File: src/rtl/hazard_ctrl.sv
// Pipeline hazard controller: memory freeze, redirect flush and load-use stall
// resolution, with a data-memory timeout trap and saturating stall/flush counters.
`ifndef ADDR_WIDTH
`define ADDR_WIDTH 5
`endif

module hazard_ctrl #(
  parameter int TIMEOUT   = 64,
  parameter int CNT_WIDTH = 16
) (
  input  logic                   clk,
  input  logic                   rst,
  input  logic [`ADDR_WIDTH-1:0] ID_Rs1_Addr,
  input  logic [`ADDR_WIDTH-1:0] ID_Rs2_Addr,
  input  logic                   ID_Use_Rs1,
  input  logic                   ID_Use_Rs2,
  input  logic                   EX_Mem_r,
  input  logic [`ADDR_WIDTH-1:0] EX_Rd_Addr,
  input  logic                   EX_Redirect,
  input  logic                   Dmem_Req,
  input  logic                   Dmem_Ack,
  output logic                   PC_Stall,
  output logic                   IF_ID_Stall,
  output logic                   ID_EX_Stall,
  output logic                   EX_MEM_Stall,
  output logic                   IF_ID_Flush,
  output logic                   ID_EX_Flush,
  output logic                   Mem_Err,
  output logic [CNT_WIDTH-1:0]   Stall_Cnt,
  output logic [CNT_WIDTH-1:0]   Flush_Cnt
);

  typedef enum logic [1:0] {
    RUN      = 2'd0,
    MEM_WAIT = 2'd1,
    ERR      = 2'd2
  } state_e;

  localparam int WAIT_W = (TIMEOUT > 1) ? $clog2(TIMEOUT) : 1;
  localparam logic [WAIT_W-1:0] WAIT_LAST = WAIT_W'(TIMEOUT - 1);

  state_e                state_q, state_d;
  logic [WAIT_W-1:0]     wait_q, wait_d;
  logic                  mem_err_q;
  logic [CNT_WIDTH-1:0]  stall_cnt_q, flush_cnt_q;

  logic mem_freeze;
  logic load_use;

  assign mem_freeze = Dmem_Req && !Dmem_Ack && (state_q != ERR);
  assign load_use   = EX_Mem_r && (EX_Rd_Addr != '0) &&
                      ((ID_Use_Rs1 && (ID_Rs1_Addr == EX_Rd_Addr)) ||
                       (ID_Use_Rs2 && (ID_Rs2_Addr == EX_Rd_Addr)));

  // Hazard response, highest priority first; everything is quiet while in reset.
  // NOTE: every output of this block gets a default first so no latch is inferred.
  always_comb begin
    PC_Stall     = 1'b0;
    IF_ID_Stall  = 1'b0;
    ID_EX_Stall  = 1'b0;
    EX_MEM_Stall = 1'b0;
    IF_ID_Flush  = 1'b0;
    ID_EX_Flush  = 1'b0;
    if (!rst) begin
      if ((state_q == ERR) || mem_freeze) begin
        PC_Stall     = 1'b1;
        IF_ID_Stall  = 1'b1;
        ID_EX_Stall  = 1'b1;
        EX_MEM_Stall = 1'b1;
      end else if (EX_Redirect) begin
        IF_ID_Flush  = 1'b1;
        ID_EX_Flush  = 1'b1;
      end else if (load_use) begin
        PC_Stall     = 1'b1;
        IF_ID_Stall  = 1'b1;
        ID_EX_Flush  = 1'b1;
      end
    end
  end

  always_comb begin
    state_d = state_q;
    wait_d  = wait_q;
    case (state_q)
      RUN: begin
        if (mem_freeze) begin
          state_d = MEM_WAIT;
          wait_d  = '0;
        end
      end
      MEM_WAIT: begin
        if (Dmem_Ack) begin
          state_d = RUN;
          wait_d  = '0;
        end else if (wait_q == WAIT_LAST) begin
          state_d = ERR;
        end else begin
          wait_d = wait_q + WAIT_W'(1);
        end
      end
      ERR:     state_d = ERR;
      default: state_d = RUN;
    endcase
  end

  // NOTE: sequential state uses non-blocking assignments so every register
  // samples the pre-edge values regardless of statement order.
  always_ff @(posedge clk) begin
    if (rst) begin
      state_q     <= RUN;
      wait_q      <= '0;
      mem_err_q   <= 1'b0;
      stall_cnt_q <= '0;
      flush_cnt_q <= '0;
    end else begin
      state_q <= state_d;
      wait_q  <= wait_d;
      if (state_d == ERR) mem_err_q <= 1'b1;
      // Counters saturate at all-ones rather than wrap.
      if (PC_Stall && (stall_cnt_q != '1)) stall_cnt_q <= stall_cnt_q + CNT_WIDTH'(1);
      if (ID_EX_Flush && (flush_cnt_q != '1)) flush_cnt_q <= flush_cnt_q + CNT_WIDTH'(1);
    end
  end

  assign Mem_Err   = mem_err_q;
  assign Stall_Cnt = stall_cnt_q;
  assign Flush_Cnt = flush_cnt_q;

endmodule
File: config.mk
export PLATFORM = sky130hd
export DESIGN_NAME = hazard_ctrl
export DESIGN_NICKNAME = d
export VERILOG_FILES = /design/src/rtl/hazard_ctrl.sv
export SDC_FILE = /design/constraint.sdc
export NUM_CORES = 1
export LEC_CHECK = 0
export CORE_AREA = 2 2 69 71
export DETAILED_ROUTE_END_ITERATION = 6
export DIE_AREA = 0 0 71 73
export PLACE_DENSITY = 0.85
export SYNTH_ARGS = -nofsm -noshare
export SYNTH_HDL_FRONTEND = slang
export SYNTH_SLANG_ARGS = --single-unit
File: constraint.sdc
create_clock -name clk -period 4.5 [get_ports clk]
set_input_delay 0.9 -clock clk [delete_from_list [all_inputs] [get_ports clk]]
set_output_delay 0.9 -clock clk [all_outputs]
set_load 0.005 [all_outputs]
# Word level (Yosys, flattened, before mapping)
# Cells that the tools add are included.
totals:
  reg_bits: 41
  input_bits: 23
  out_inout_bits: 39
  elab_cells: 54
classes:
  n_addsub: 3
  n_eq_ne: 11
  mux: 20
  reduce_logical: 15
op_table:
  columns: ["op", "n"]
  rows:
  - ["16-bit by 1-bit adder with 16-bit output, second input constant", 2]
  - ["16-bit inequality test, second input constant", 2]
  - ["6-bit two-way mux", 3]
  - ["1-bit two-way mux", 12]
  - ["6-bit case mux with 2 select lines", 1]
  - ["5-bit == test", 2]
  - ["1-bit logical AND", 8]
  - ["6-bit by 1-bit adder with 6-bit output, second input constant", 1]
  - ["6-bit == test, second input constant", 1]
  - ["2-bit two-way mux", 3]
  - ["2-bit case mux with 3 select lines", 1]
  - ["5-bit nonzero test", 1]
  - ["2-bit == test, second input constant", 2]
  - ["2-bit inequality test, second input constant", 2]
  - ["3-bit inequality test, second input constant", 1]
  - ["3-bit AND reduction", 1]
  - ["2-bit by 1-bit == test with 1-bit output, second input constant", 1]
  - ["2-bit logical NOT", 1]
  - ["1-bit logical OR", 2]
  - ["2-bit nonzero test", 1]
  - ["1-bit logical NOT", 1]

# Longest topological paths before layout
# Gate-level depths: netlist of the first run.
depth:
  depth_word: 9
  ltp_mapped: 9
  mapped_depth_nobuf: 8

# Worst setup path before layout of the first run
# No wires, ideal clock.
synth_timing:
  path_type: "input to output"
  from: "input port EX_Rd_Addr[1]"
  to: "output port PC_Stall"
  arrival_time_ns: 2.221
  required_ns: 3.600
  setup_slack_ns: 1.379
  cell_stages: 6
  n_path_buf: 2
  cell_sequence: "or4_1 > o21a_1 > a41oi_2 > buf_6 > inv_1 > buf_4"
synth_between:
  elab_chain_cells: 8
  elab_cells_between_ends: 12
  cone_classes: "eq/ne: 2; mux: 4; reduce/logical: 6"
synth_rtl:
  columns: ["element", "line", "source"]
  rows:
  - ["from (decl)", "18", "input logic [`ADDR_WIDTH-1:0] EX_Rd_Addr,"]
  - ["5-bit == test, on equally long branches", "52, 53", null]
  - ["1-bit logical AND, on equally long branches", "52, 53", null]
  - ["1-bit logical OR", "52", "((ID_Use_Rs1 && (ID_Rs1_Addr == EX_Rd_Addr)) ||"]
  - ["1-bit logical AND (*)", "51", "assign load_use = EX_Mem_r && (EX_Rd_Addr != '0) &&"]
  - ["1-bit two-way mux (*) (4 in a row)", null, null]
  - ["to (decl)", "22", "output logic PC_Stall,"]
# Every way passes the cells marked *; elsewhere a longest branch is shown, timed or not.

# Final worst setup path of the first run
layout_timing:
  from: "input port EX_Rd_Addr[1]"
  to: "output port ID_EX_Flush"
layout_between:
  elab_chain_cells: 8
  elab_cells_between_ends: 12
  cone_classes: "eq/ne: 2; mux: 4; reduce/logical: 6"
layout_rtl:
  columns: ["element", "line", "source"]
  rows:
  - ["5-bit == test, on equally long branches", "52, 53", null]
  - ["1-bit logical AND, on equally long branches", "52, 53", null]
  - ["1-bit logical OR", "52", null]
  - ["1-bit logical AND (*)", "51", null]
  - ["1-bit two-way mux (*)", "73", "end else if (load_use) begin"]
  - ["1-bit two-way mux (*)", "70", "end else if (EX_Redirect) begin"]
  - ["1-bit two-way mux (*)", "65", "if ((state_q == ERR) || mem_freeze) begin"]
  - ["1-bit two-way mux (*)", "64", "if (!rst) begin"]
  - ["to (decl)", "27", "output logic ID_EX_Flush,"]
# Marked as above.

==> results.json, run 1 <==
{
  "power_mw": 0.6891,
  "antenna_found_initial": 0,
  "pwr-share-clk_pct": 34.8,
  "cp-start-kind": "input port",
  "vias_per_cell": 5.411,
  "dr_total_vias": 2002,
  "std_cell_rows": 25,
  "ys.flop_type": "dfxtp_1",
  "utilization_pct": 63.64,
  "insertedDiodeCount": 0,
  "yosysSeqAreaShare_pct": 37.83,
  "core-area_um2": 4536,
  "rsz0062_at_grt": "false",
  "layout_commonest_cell": "clkdlybuf4s50_1",
  "grtUsageTotal_pct": 20.28,
  "first_pass_iters": 4,
  "setup_ws_ns": 0.5579,
  "cts.repair.resized": 0,
  "maxCapViolCount": 0,
  "ir_drop_mv": 0.1791,
  "hold_viol": 0,
  "nNetsFinal": 341,
  "most-common-layout-cells": "clkdlybuf4s50_1 (61), dfxtp_1 (41), nor2_1 (35)",
  "multi_input_area_um2": 1260,
  "synth_nets": 282,
  "clock_path_buffers": 2,
  "final_cell_area_um2": 2887,
  "grt_pass1_wl_um": 8369,
  "criticalPathCategory": "input port to output pin",
  "path_clk_slew_ns": 0.08,
  "place_inst": 362,
  "synth_edf_count": 0,
  "dpl.hpwl_um": 3740,
  "die_w_um": 71,
  "die_area_um2": 5183,
  "worstPathMaxFanout": 4,
  "fin_crit_sh_pct": 87.60,
  "syn_inst": 256,
  "post-route-drc-count": 0,
  "cts_buffers": 5,
  "clock_latency_ns": 0.30,
  "fmax_mhz": 253.7,
  "start_util_pct": 47.83,
  "final_cells": 370,
  "p_comb_share_pct": 11.5,
  "routabilityCongestion": 0.8080,
  "slew_viol_final": 0,
  "setup_viol": 0,
  "worstPathRequired_ns": 3.60,
  "port_buffers": 61,
  "finClkSkew_ns": 0.003771,
  "pre_cts_slack_ns": 0.5575,
  "ys_types": 44,
  "mappedNetlistArea_um2": 2170,
  "htreeDepth": 2,
  "final_antenna_net_count": 0,
  "intPower_mw": 0.5151,
  "fill_cells": 404,
  "clkSinkCount": 41,
  "cts_root_buf": "clkbuf_8",
  "period_minus_slack_ns": 3.942,
  "routedWlPerCell_um": 13.58,
  "seqCellArea_um2": 820.8,
  "cts_tree": "yes",
  "status": "finished, final reports clean",
  "share_seq_of_total_power_pct": 53.7,
  "p_per_area_nw_per_um2": 238.7,
  "reg2reg_slack_ns": 2.25,
  "fin_setup_tns_ns": 0,
  "yosysWarningCount": 0,
  "cellLeakagePower_nw": 0.9939,
  "grt_pass1_vias": 1884,
  "cp-end-kind": "output pin",
  "max-slew-margin-rel_pct": 69.92,
  "worstHoldPathType": "flip-flop to flip-flop",
  "die_h_um": 73,
  "worstPathArrival_ns": 3.04,
  "post_cts_buffers": 0,
  "area_delta_synth_final_pct": 33.05,
  "drive_gt1_share_pct": 6.962,
  "grt_overflow": 0,
  "ioPinCount": 62,
  "swShare_pct": 25.25,
  "grt_max_degree": 38,
  "async_flop_share_pct": 0,
  "syn_avg_cell_area_um2": 8.475,
  "tightestPinTransition_ns": 0.4465,
  "hold_buffers": 0,
  "p_sw_mw": 0.1740,
  "place_area_um2": 2800,
  "yosys_register_bits": 41,
  "hold_slack_ns": 0.4853,
  "drt-initial-drc-count": 91,
  "wirelength_um": 5026
}
-- final timing paths --
path	start	endpoint	depth (start not counted)
setup / recovery	EX_Rd_Addr[1]	ID_EX_Flush	6
hold / removal	Mem_Err	Mem_Err	1
setup reg to reg	Stall_Cnt[0]	Stall_Cnt[9]	7
hold reg to reg	Mem_Err	Mem_Err	1
-- sequential cells by signal, summed over array words and instances (netlist names) --
name	flops
Flush_Cnt	16
Stall_Cnt	16
wait_q	6
state_q	2
Mem_Err	1
-- synthesized netlist by cell type (4+ instances only) --
library cell,number,area share (%)
dfxtp_1,41,38
nor2_1,35,6.1
xnor2_1,30,12
nand2_1,18,3.1
nor3_1,16,3.7
nand3_1,15,3.5
nand4_1,11,3.2
and3_1,8,2.3
a21oi_1,7,1.6
inv_1,7,1.2
xor2_1,6,2.4
clkbuf_1,5,0.87
mux2i_1,5,2.3
o21ai_0,5,1.2
nor4_1,4,1.2
-- cells by family after synthesis --
| group | synth area share [%] |
|---|---|
| multiplexers | 3.864 |
| buffers and inverters | 4.095 |
| adder cells (fa/ha/maj) | 1.730 |
| AND/OR/NAND/NOR | 29.99 |
| XOR/XNOR | 14.53 |
| AO/OA/AOI/OAI | 7.958 |
| flip-flops | 37.83 |
-- final cells by class --
| cell class | instances | share of cell area [%] |
|---|---|---|
| Clock inverter | 3 | 0.6068 |
| Inverter | 7 | 0.9103 |
| Sequential cell | 41 | 28.44 |
| Multi-Input combinational cell | 197 | 43.65 |
| Timing Repair Buffer | 63 | 21.67 |
| Tap cell | 54 | 2.341 |
| Clock buffer | 5 | 2.384 |
-- power by group through the flow --
| stage | clock [mW] | sequential, mW | combinational (mW) |
|---|---|---|---|
| after detailed placement | 0 | 0.379 | 0.0796 |
| final | 0.240 | 0.370 | 0.0791 |
| after global routing | 0.258 | 0.371 | 0.0868 |
| after global placement | 0 | 0.379 | 0.0773 |
| after CTS | 0.249 | 0.370 | 0.0797 |
| after floorplan | 0 | 0.378 | 0.0419 |
-- worst max-delay path: stages --
cell and delay, ns:
clkdlybuf4s50_1 0.46, or4_1 0.56, o21a_1 0.23, a21oi_1 0.32, nor3_1 0.11, clkdlybuf4s50_1 0.46
-- layer usage --
| metal | vias up | track usage [%] | wire length, um |
|---|---|---|---|
| met5 | - | 0 | 0 |
| met4 | 0 | 9.644 | 91 |
| met3 | 9 | 4.696 | 322 |
| met2 | 58 | 35.51 | 2473 |
| met1 | 931 | 23.44 | 2138 |
| li1 | 1004 | - | - |
Power figures use the tool's default switching activity.
==> run 2: changes to the inputs <==
==> config.mk (replaced) <==
export PLATFORM = sky130hd
export DESIGN_NAME = hazard_ctrl
export DESIGN_NICKNAME = d
export VERILOG_FILES = /design/src/rtl/hazard_ctrl.sv
export SDC_FILE = /design/constraint.sdc
export NUM_CORES = 1
export LEC_CHECK = 0
export CORE_AREA = 2 2 67 69
export CTS_BUF_LIST = sky130_fd_sc_hd__clkbuf_8
export DETAILED_ROUTE_END_ITERATION = 6
export DIE_AREA = 0 0 69 71
export PLACE_DENSITY = 0.89
export SYNTH_ARGS = -nofsm -noshare
export SYNTH_HDL_FRONTEND = slang
export SYNTH_SLANG_ARGS = --single-unit
==> run 2 against run 1 <==
Non-clock buffer count unchanged; die area decreased by 5.5%; maximum frequency barely moved; global-route usage up 1.3 points; sequential cell count stayed put; cell area fell by 0.52%; clock-buffer cell count stayed put; cell count shrank 1.1%; sequential power barely moved; routed wire length is 3.2% higher; worst hold slack got worse by 0.0074 ns; clock power down 6%; largest cell class unchanged.
==> results.json, run 2 (synthesis results as in run 1) <==
{
  "slew_viol_final": 0,
  "worstHoldPathType": "flip-flop to flip-flop",
  "worstPathArrival_ns": 3.04,
  "grt_overflow": 0,
  "utilization_pct": 68.30,
  "r2r_start": "Stall_Cnt[0]",
  "htreeDepth": 2,
  "cts_buffers": 5,
  "fmax_mhz": 253.6,
  "vias_per_cell": 5.544,
  "final_antenna_net_count": 0,
  "cellLeakagePower_nw": 0.9899,
  "cts.repair.resized": 0,
  "rr_endpoint": "Stall_Cnt[13]",
  "cp_cell_sequence": "clkdlybuf4s50_1, or4_1, o21a_1, a21oi_1, nor3_1, clkdlybuf4s50_1",
  "post_cts_buffers": 0,
  "ir_drop_mv": 0.2045,
  "slowest_stage": "or4_1",
  "die_w_um": 69,
  "grt_max_degree": 38,
  "worstPathMaxFanout": 4,
  "die_h_um": 71,
  "fin_crit_sh_pct": 87.64,
  "rsz0062_at_grt": "false",
  "hold_viol": 0,
  "maxCapViolCount": 0,
  "reg2reg_depth": 7,
  "clkSinkCount": 41,
  "p_per_area_nw_per_um2": 235.3,
  "crit_start": "EX_Rd_Addr[1]",
  "start_util_pct": 51.61,
  "max-slew-margin-rel_pct": 68.05,
  "grt_pass1_wl_um": 8625,
  "period_minus_slack_ns": 3.944,
  "min_to": "Mem_Err",
  "clock_path_buffers": 2,
  "fin_setup_tns_ns": 0,
  "insertedDiodeCount": 0,
  "setup_viol": 0,
  "area_delta_synth_final_pct": 32.35,
  "routabilityCongestion": 0.8167,
  "clock_latency_ns": 0.29,
  "cts_tree": "yes",
  "die_area_um2": 4899,
  "grtUsageTotal_pct": 21.57,
  "nNetsFinal": 341,
  "reg2reg_slack_ns": 2.23,
  "post-route-drc-count": 0,
  "path_clk_slew_ns": 0.08,
  "dpl.hpwl_um": 3736,
  "min-delay-start": "Mem_Err",
  "cp-end-kind": "output pin",
  "layout_commonest_cell": "clkdlybuf4s50_1",
  "routedWlPerCell_um": 14.17,
  "whs_path_depth": 1,
  "drive_gt1_share_pct": 6.369,
  "dr_total_vias": 2029,
  "worstPathRequired_ns": 3.60,
  "crit_top_cell": "clkdlybuf4s50_1",
  "tightestPinTransition_ns": 0.4742,
  "core-area_um2": 4204,
  "std_cell_rows": 24,
  "port_buffers": 61,
  "hold_buffers": 0,
  "fill_cells": 345,
  "antenna_found_initial": 0,
  "ioPinCount": 62,
  "drt-initial-drc-count": 87,
  "cts_root_buf": "clkbuf_8",
  "cpPeakStageDelay_ns": 0.57,
  "finClkSkew_ns": 0.008200,
  "criticalPathCategory": "input port to output pin",
  "status": "finished, final reports clean",
  "most-common-layout-cells": "clkdlybuf4s50_1 (61), dfxtp_1 (41), nor2_1 (35)",
  "cp-start-kind": "input port",
  "wirelength_um": 5185,
  "first_pass_iters": 4,
  "grt_pass1_vias": 1880
}
## run 2: metrics by stage
stage	instance area (um2)	std cells	setup slack, ns	hold WS [ns]	power [mW]
6_report	2872	366	0.5561	0.4780	0.6756
5_1_grt	2872	366	0.4435	0.4958	0.6973
4_1_cts	2872	366	0.5557	0.4739	0.6748
3_5_place_dp	2798	360	0.5612	0.4560	0.4579
3_3_place_gp	2798	360	0.6056	0.4395	0.4557
2_1_floorplan	2170	256	1.379	0.4508	0.4195
## run 2: cell type report
| class | count | area (um2) | share of cell area, % |
|---|---|---|---|
| clock buffer | 5 | 68.82 | 2.397 |
| sequential | 41 | 820.8 | 28.58 |
| timing repair buffer | 63 | 625.6 | 21.79 |
| tap | 52 | 65.06 | 2.266 |
| inverter | 7 | 26.28 | 0.9150 |
| clock inverter | 1 | 5.005 | 0.1743 |
| multi-input combinational | 197 | 1260 | 43.88 |
## run 2: worst max-delay path, delay by kind of cell
kind                   cells  cell delay (ns)
AOI/OAI and AO/OA          2             0.54
and+or+nand+nor            2             0.65
buffers and inverters      2             0.94
## run 2: per-layer routing
layer,part of all wire [%],GRT usage [%]
met5,0,0
met4,1.7,7.190
met3,5.6,6.410
met2,49,37.18
met1,44,25.80
## run 2: worst max path at each step
| stage | to | depth (start not counted) |
|---|---|---|
| detailed placement | ID_EX_Flush | 6 |
| CTS | ID_EX_Flush | 6 |
| finish | ID_EX_Flush | 6 |
| global route | ID_EX_Flush | 6 |
| floorplan | PC_Stall | 6 |
| global placement | ID_EX_Flush | 6 |
## run 2: power by group
| part | internal (mW) | switching (mW) |
|---|---|---|
| logic | 0.0424 | 0.0365 |
| clock network | 0.102 | 0.124 |
| registers | 0.366 | 0.00468 |
| total | 0.510 | 0.165 |
==> run 3: changes to the inputs <==
--- a/config.mk
+++ b/config.mk
@@ -5,6 +5,7 @@
 export SDC_FILE = /design/constraint.sdc
 export NUM_CORES = 1
 export LEC_CHECK = 0
+export CAP_MARGIN = 20
 export CORE_AREA = 2 2 67 69
 export CTS_BUF_LIST = sky130_fd_sc_hd__clkbuf_8
 export DETAILED_ROUTE_END_ITERATION = 6
==> results of run 3 <==
Final layout, timing and power as in run 2 (identical DEF).
